### config.mk
export PLATFORM = sky130hd
export DESIGN_NAME = button_bank
export DESIGN_NICKNAME = d
export VERILOG_FILES = /design/src/rtl/button_pkg.sv /design/src/rtl/button_channel.sv /design/src/rtl/button_bank.sv
export SDC_FILE = /design/constraint.sdc
export NUM_CORES = 1
export LEC_CHECK = 0
export ABC_AREA = 1
export BUFFER_PORTS_ARGS = -buffer_cell sky130_fd_sc_hd__buf_4
export CAP_MARGIN = 5
export CELL_PAD_IN_SITES_DETAIL_PLACEMENT = 1
export CELL_PAD_IN_SITES_GLOBAL_PLACEMENT = 2
export CORE_MARGIN = 2
export CORE_UTILIZATION = 32
export DETAILED_ROUTE_END_ITERATION = 8
export GPL_ROUTABILITY_DRIVEN = 0
export PLACE_DENSITY_LB_ADDON = 0.1
export SLEW_MARGIN = 25
export SYNTH_ARGS = -nofsm -noshare
export SYNTH_HDL_FRONTEND = slang
export SYNTH_SLANG_ARGS = --single-unit
### constraint.sdc
create_clock -name clk -period 1.77 [get_ports clk]
set_input_delay 0.354 -clock clk [delete_from_list [all_inputs] [get_ports clk]]
set_output_delay 0.354 -clock clk [all_outputs]
set_load 0.05 [all_outputs]
### src/rtl/button_pkg.sv
`default_nettype none
// ============================================================================
//  Module      : button_pkg
//  Description : Shared types, default timing constants and width helpers
//                for the push-button conditioning bank.
//  Revision    : 1.0  initial release
// ============================================================================
package button_pkg;

    // Auto-repeat state per channel
    typedef enum logic [1:0] {
        RPT_IDLE       = 2'd0,
        RPT_WAIT_FIRST = 2'd1,
        RPT_REPEATING  = 2'd2
    } rpt_state_t;

    // Default timings for a 100 MHz system clock
    localparam int DEB_10MS        = 1_000_000;
    localparam int REP_DELAY_500MS = 50_000_000;
    localparam int REP_RATE_100MS  = 10_000_000;

    // Bits needed for a counter that must be able to hold the value v
    function automatic int cnt_width(input int v);
        return $clog2(v + 1);
    endfunction

    function automatic int max_int(input int a, input int b);
        return (a > b) ? a : b;
    endfunction

endpackage : button_pkg
`default_nettype wire

### src/rtl/button_channel.sv
`default_nettype none
// ============================================================================
//  Module      : button_channel
//  Description : One push-button channel: 2-flop synchroniser, debounce
//                counter, edge detection and hold-to-repeat state machine.
//                All outputs are registered.
//  Revision    : 1.0  initial release
// ============================================================================
module button_channel
    import button_pkg::*;
#(
    parameter int DEB_CYCLES   = DEB_10MS,
    parameter int REPEAT_DELAY = REP_DELAY_500MS,
    parameter int REPEAT_RATE  = REP_RATE_100MS
) (
    input  logic clk,
    input  logic rst,         // synchronous, active-low
    input  logic btn,         // raw asynchronous pin
    input  logic repeat_en,   // synchronous to clk
    output logic level,
    output logic press,
    output logic released,
    output logic pulse
);

    localparam int DW = cnt_width(DEB_CYCLES);
    localparam int HW = cnt_width(max_int(REPEAT_DELAY, REPEAT_RATE));

    localparam logic [DW-1:0] C_DEB_LAST   = DW'(DEB_CYCLES - 1);
    localparam logic [HW-1:0] C_DELAY_LAST = HW'(REPEAT_DELAY - 1);
    localparam logic [HW-1:0] C_RATE_LAST  = HW'(REPEAT_RATE - 1);

    logic          r_sync1;
    logic          r_sync2;
    logic [DW-1:0] r_dcnt;
    logic          r_level;
    logic          r_en_d;
    logic          r_press;
    logic          r_release;
    logic          r_pulse;
    rpt_state_t    r_state;
    logic [HW-1:0] r_hcnt;

    logic          w_differs;
    logic          w_flip;
    logic          w_rise;
    logic          w_fall;
    logic          w_en_rise;
    logic          w_fire;
    rpt_state_t    w_state_next;
    logic [HW-1:0] w_hcnt_next;

    // Debounce events: level flips once the input has disagreed long enough
    always_comb begin
        w_differs = r_sync2 ^ r_level;
        w_flip    = w_differs && (r_dcnt == C_DEB_LAST);
        w_rise    = w_flip && !r_level;
        w_fall    = w_flip &&  r_level;
        w_en_rise = repeat_en && !r_en_d;
    end

    // Synchroniser, debounce counter and edge pulses
    always_ff @(posedge clk) begin
        if (!rst) begin
            r_sync1   <= 1'b0;
            r_sync2   <= 1'b0;
            r_dcnt    <= '0;
            r_level   <= 1'b0;
            r_en_d    <= 1'b0;
            r_press   <= 1'b0;
            r_release <= 1'b0;
            r_pulse   <= 1'b0;
        end else begin
            r_sync1   <= btn;
            r_sync2   <= r_sync1;
            r_en_d    <= repeat_en;
            if (!w_differs || w_flip) begin
                r_dcnt <= '0;
            end else begin
                r_dcnt <= r_dcnt + DW'(1);
            end
            if (w_flip) begin
                r_level <= ~r_level;
            end
            r_press   <= w_rise;
            r_release <= w_fall;
            // Repeat pulses never coincide with press: the first one is at
            // least one cycle after entering WAIT_FIRST.
            r_pulse   <= w_rise | w_fire;
        end
    end

    // Repeat FSM state and hold counter registers
    always_ff @(posedge clk) begin
        if (!rst) begin
            r_state <= RPT_IDLE;
            r_hcnt  <= '0;
        end else begin
            r_state <= w_state_next;
            r_hcnt  <= w_hcnt_next;
        end
    end

    // Repeat FSM next-state, hold counter and repeat fire decision
    always_comb begin
        w_state_next = r_state;
        w_hcnt_next  = r_hcnt;
        w_fire       = 1'b0;
        case (r_state)
            RPT_IDLE: begin
                w_hcnt_next = '0;
                // Enter on a fresh press, or when repeat is enabled while the
                // button is already held (and not falling right now).
                if (repeat_en && (w_rise || (w_en_rise && r_level && !w_fall))) begin
                    w_state_next = RPT_WAIT_FIRST;
                end
            end
            RPT_WAIT_FIRST: begin
                if (w_fall || !repeat_en) begin
                    w_state_next = RPT_IDLE;
                    w_hcnt_next  = '0;
                end else if (r_hcnt == C_DELAY_LAST) begin
                    w_fire       = 1'b1;
                    w_state_next = RPT_REPEATING;
                    w_hcnt_next  = '0;
                end else begin
                    w_hcnt_next  = r_hcnt + HW'(1);
                end
            end
            RPT_REPEATING: begin
                if (w_fall || !repeat_en) begin
                    w_state_next = RPT_IDLE;
                    w_hcnt_next  = '0;
                end else if (r_hcnt == C_RATE_LAST) begin
                    w_fire       = 1'b1;
                    w_hcnt_next  = '0;
                end else begin
                    w_hcnt_next  = r_hcnt + HW'(1);
                end
            end
            default: begin
                w_state_next = RPT_IDLE;
                w_hcnt_next  = '0;
            end
        endcase
    end

    assign level    = r_level;
    assign press    = r_press;
    assign released = r_release;
    assign pulse    = r_pulse;

endmodule : button_channel
`default_nettype wire

### src/rtl/button_bank.sv
`default_nettype none
// ============================================================================
//  Module      : button_bank
//  Description : Bank of N independent push-button conditioners. The
//                debounced-falling-edge output is named "released" because
//                "release" is a reserved word in SystemVerilog.
//  Revision    : 1.0  initial release
// ============================================================================
module button_bank
    import button_pkg::*;
#(
    parameter int N            = 5,
    parameter int DEB_CYCLES   = DEB_10MS,
    parameter int REPEAT_DELAY = REP_DELAY_500MS,
    parameter int REPEAT_RATE  = REP_RATE_100MS
) (
    input  logic         clk,
    input  logic         rst,
    input  logic [N-1:0] btn,
    input  logic [N-1:0] repeat_en,
    output logic [N-1:0] level,
    output logic [N-1:0] press,
    output logic [N-1:0] released,
    output logic [N-1:0] pulse
);

    // One fully independent conditioner per button
    for (genvar i = 0; i < N; i++) begin : g_chan
        button_channel #(
            .DEB_CYCLES   (DEB_CYCLES),
            .REPEAT_DELAY (REPEAT_DELAY),
            .REPEAT_RATE  (REPEAT_RATE)
        ) u_chan (
            .clk       (clk),
            .rst       (rst),
            .btn       (btn[i]),
            .repeat_en (repeat_en[i]),
            .level     (level[i]),
            .press     (press[i]),
            .released  (released[i]),
            .pulse     (pulse[i])
        );
    end

endmodule : button_bank
`default_nettype wire

# Word-level counts from Yosys, hierarchy flattened
# Cells that the tools add are included.
# W data, S select, Z words.
# classes
addsub	10
n_eq_ne	40
n_mux	75
bitwise	16
reduce_logical	90
# ops
cell	n
$mux W26	20
$pmux W26 S2	5
$add A26 B1 Y26 const B	5
$eq A26 B24 Y1 const B	5
$eq A26 B26 Y1 const B	5
$add A20 B1 Y20 const B	5
$eq A20 B20 Y1 const B	5
$mux W2	20
$logic_and A1 B1 Y1	35
$pmux W2 S3	5
$logic_not A1 Y1	25
$mux W1	20
$ne A2 B1 Y1 const B	10
$logic_or A1 B1 Y1	15
$ne A3 B1 Y1 const B	5
$reduce_and A3 Y1	5
$eq A2 B1 Y1 const B	5
$eq A2 B2 Y1 const B	5
$logic_not A2 Y1	5
$pmux W1 S2	5
$reduce_or A2 Y1	5
$not A1 Y1	6
$or A1 B1 Y1	5
$xor A1 B1 Y1	5
# word_totals
ff_bits	275
output_inout_bits	20
word_cells	281

# Logic depth before layout (Yosys ltp)
# depth
ltp_word	9
depth_mapped	13
mapped_depth_nobuf	13

# By module
# From an unflattened synthesis, not the netlist that was laid out.
# unflattened
cells_unflattened	2014
area_unflattened_um2	14991.9
# by_module_without_submodules
mod	n_inst	cells_per_inst	area_per_inst_um2
button_channel at g_chan[0].u_chan ...	3	398	2994.1
button_channel at g_chan[1].u_chan	1	407	3015.4
button_channel at g_chan[4].u_chan	1	413	2994.1

# Worst setup path before layout
# Ideal clock, no wire load.
# synth_path
path_kind	flip-flop to flip-flop
from	reg g_chan[4].u_chan.r_dcnt[0]
to	reg g_chan[4].u_chan.r_hcnt[0]
arrival_time_ns	1.586
path_slack_ns	0.067
path_stages_with_launch	14
path_buffers	1
path_cell_list	dfxtp_1 ha_1 nand2_1 nor2_2 nand4_2 nor2_4 nand2_2 nand2_1 nor2_1 o21ai_2 nand2_1 nand2_4 buf_6 nor2_1
# synth_between
elab_chain_cells	6
elab_cells_between_ends	7
# synth_lines
element	line	text
start: declaration	button_channel.sv:35	logic [DW-1:0] r_dcnt;
start signal: assignment	button_channel.sv:80	r_dcnt <= r_dcnt + DW'(1);
$eq A20 B20 Y1 *	button_channel.sv:56	w_flip = w_differs && (r_dcnt == C_DEB_LAST);
$logic_and A1 B1 Y1 *	button_channel.sv:56	
$logic_and A1 B1 Y1 *	button_channel.sv:58	w_fall = w_flip && r_level;
$logic_or A1 B1 Y1 *	button_channel.sv:119, button_channel.sv:131	
$mux W26, on equally long branches	button_channel.sv:131, button_channel.sv:119	
$pmux W26 S2 *	button_channel.sv:109	case (r_state)
end signal: assignment	button_channel.sv:100	r_hcnt <= w_hcnt_next;
end: declaration	button_channel.sv:42	logic [HW-1:0] r_hcnt;
# Mark *: on every way between the ends. The rest lies on a longest branch, timed or not.
# A chain may end at the register's enable or synchronous reset.

# Worst setup path after layout
# layout_path
from	reg g_chan[4].u_chan.r_dcnt[1]
to	reg g_chan[4].u_chan.r_hcnt[18]
# Same word-level chain as after synthesis.

==> qor.yml <==
status: "complete, but fails checks"
violations: "negative setup slack"
dp_cells: 2929
cts_buffer_depth: 3
portBuffers: 31
synth_edf_count: 0
critPathTopFamily: "simple AND/OR/NAND/NOR gates"
antenna_found_initial: 0
synth_nets: 2179
p_leak_uw: 0.00780
grt_use_met3_pct: 2.53
reg.largest.list: "g_chan.u_chan.r_hcnt (130), g_chan.u_chan.r_dcnt (100), g_chan.u_chan.r_state (10)"
cp.arrival_ns: 2.21
worstRegToRegCells: 13
area_growth_pct: 36.4
crit_buf_inv: 1
critPathMaxFanout: 5
ys_ff_latch: 275
finalNonFillerCells: 3049
final_antenna_net_count: 0
grt-ovfl-total: 0
synth_area_um2: 14500
grt_setup_unrepaired: "true"
max_cap_viol_count: 0
worst_path_most_repeated_cell: "nand2_2"
netlist_instances: 2142
cp_slowest_cell: "dfxtp_2"
grt_pass1_vias: 14739
via_per_inst: 4.69
synth_area_per_cell_um2: 6.75
ios: 32
grt-busiest-layer: "met2"
insertion_delay_ns: 0.55
finalHoldViolations: 0
async_reset_ff_share_pct: 0
cp.depth: 13
layout-drive-gt1-share_pct: 26.4
die_x_um: 217
reg2reg_from: "g_chan[4].u_chan.r_dcnt[1]"
setup_viol: 5
period_share_pct: 101
period_needed_ns: 1.79
htree_levels: 2
drc: 0
dominantRegCellSynth: "dfxtp_1"
routedWlPerCell_um: 14.1
reg2reg_setup_slack_ns: -0.02
tritoncts: "built"
end_kind: "flop"
setup_ws_ns: -0.0157
die-area_um2: 46900
use_met1_pct: 22.6
powerDensity_nw_per_um2: 678
diodes: 0
dr.first_iter.drc_count: 440
cp_cell_sequence: "ha_4 > nand2_4 > nor2_4 > nand4_4 > nor2_4 > nand2_2 > nand2_2 > nor2_2 > o21ai_2 > nand2_2 > nand2_4 > clkbuf_16 > nor2_1"
core_area_um2: 44400
max-vdd-ir-drop_v: 0.000667
cpPeakStageDelay_ns: 0.35
top_register: "g_chan.u_chan.r_hcnt"
dpl.hpwl_um: 31000
tightestPinTransition_ns: 0.408
maxSlewHeadroom_pct: 72.5
start_kind: "flop"
wl_um: 43000
cp-startpoint: "g_chan[4].u_chan.r_dcnt[1]"
min_path_type: "input port to flop"
netlist_top_cells_count: "nand2_1 (452), nor2_1 (410), inv_1 (316)"
root_buffer: "clkbuf_16"
worstPathRequired_ns: 2.20
yosysTopAreaCell: "dfxtp_1"
clkTransAtPathRegs_ns: 0.06
cts_buffers: 36
clock-sinks: 275
finalNetCount: 2471
ys_top_cells_by_area: "dfxtp_1 (38%), nand2_1 (12%), nor2_1 (11%)"
grtUsageTotal_pct: 18.0
grt_max_degree: 26
num_rows: 77
yosysTopAreaCellShare_pct: 38.1
r2r-end: "g_chan[4].u_chan.r_hcnt[18]"
criticalPathCategory: "flop to flop"
dr.pass1.iters: 4
grt_use_met2_pct: 31.7
grt_pass1_wl_um: 70700
synth_most_common_cell: "nand2_1"
clock.fmax_mhz: 560
die_h_um: 217
finClkSkew_ns: 0.0159
vias: 14290
nFillCells: 5552
yosys_warnings: 0
synthDistinctLibCells: 47
start_util_pct: 32.6
largest_reg_flops: 130
total_power_uw: 13400
endpoint: "g_chan[4].u_chan.r_hcnt[18]"
yosysSeqAreaShare_pct: 38.1
drv_slew: 0
==> per-stage QoR <==
stage	hold WS [ns]	util, %	setup TNS [ns]	instance area [µm²]	setup WS [ns]
final	0.0452	44.4	-0.0612	19700	-0.0157
after global routing	0.0405	44.4	-9.22	19700	-0.128
after CTS	0.00258	41.5	-0.888	18400	-0.0880
after detailed placement	0.403	37.8	-11.10	16800	-0.170
after global placement	0.401	37.8	-2.50	16800	-0.111
after floorplan	0.390	-	0	14500	0.0670
==> worst min path at each step <==
stage                               end  depth (start not counted)                     start  slack (ns)
2_1_floorplan  g_chan[0].u_chan.r_sync2                          2  g_chan[0].u_chan.r_sync1        0.39
3_3_place_gp   g_chan[1].u_chan.r_sync2                          2  g_chan[1].u_chan.r_sync1        0.40
3_5_place_dp   g_chan[1].u_chan.r_sync2                          2  g_chan[1].u_chan.r_sync1        0.40
4_1_cts         g_chan[2].u_chan.r_en_d                          3              repeat_en[2]       0.003
5_1_grt         g_chan[4].u_chan.r_en_d                          3              repeat_en[4]        0.04
6_report        g_chan[2].u_chan.r_en_d                          3              repeat_en[2]        0.05
==> logic make-up after synthesis <==
family / after synthesis / synth area share (%)
flops: 275 / 38.1
xor+xnor: 100 / 6.06
simple gates: 1267 / 39.3
fa+ha+maj: 25 / 2.16
compound gates: 114 / 4.21
buf+inv: 361 / 10.3
==> where the power goes <==
part / switching, µW / internal [µW] / total, µW
Sequential: 12.5 / 6210 / 6230
Clock: 2790 / 4110 / 6900
Combinational: 137 / 102 / 239
==> worst min-delay path, cell delays in order <==
cell	delay [ns]
buf_4	0.11
nand2_1	0.05
inv_1	0.04
==> metal layers <==
layer / routed length [µm] / part of all wire (%)
met5: 0 / 0
met4: 1030 / 2.4
met3: 1010 / 2.4
met2: 21000 / 49
met1: 19900 / 46
==> timing repair <==
action	4_1_cts	5_1_grt
pin swaps	27	95
endpoints found under the hold margin	7	0
gates resized for setup	80	284
hold buffers	7	0
buffers inserted	18	28
cloned	3	7
endpoints found under the setup margin	165	217
==> final cells by class <==
cell class / count / area, µm² / area share (%)
Clock buffer: 55 / 1060 / 5.39
Clock inverter: 6 / 30.0 / 0.152
Inverter: 319 / 1220 / 6.20
Multi-Input combinational cell: 1509 / 8670 / 43.9
Sequential cell: 275 / 5550 / 28.1
Tap cell: 592 / 741 / 3.76
Timing Repair Buffer: 293 / 2450 / 12.4
==> placed cells by master (no fill, tap or decap), drive strengths merged, types with 26 or more instances in the layout <==
master / count
nand2: 464
nor2: 423
inv: 316
buf: 283
dfxtp: 275
nand3: 132
nor3: 97
nand4: 76
xor2: 75
clkbuf: 58
o21ai: 53
a21oi: 49
nor4: 26
(Power assumes the default switching activity.)
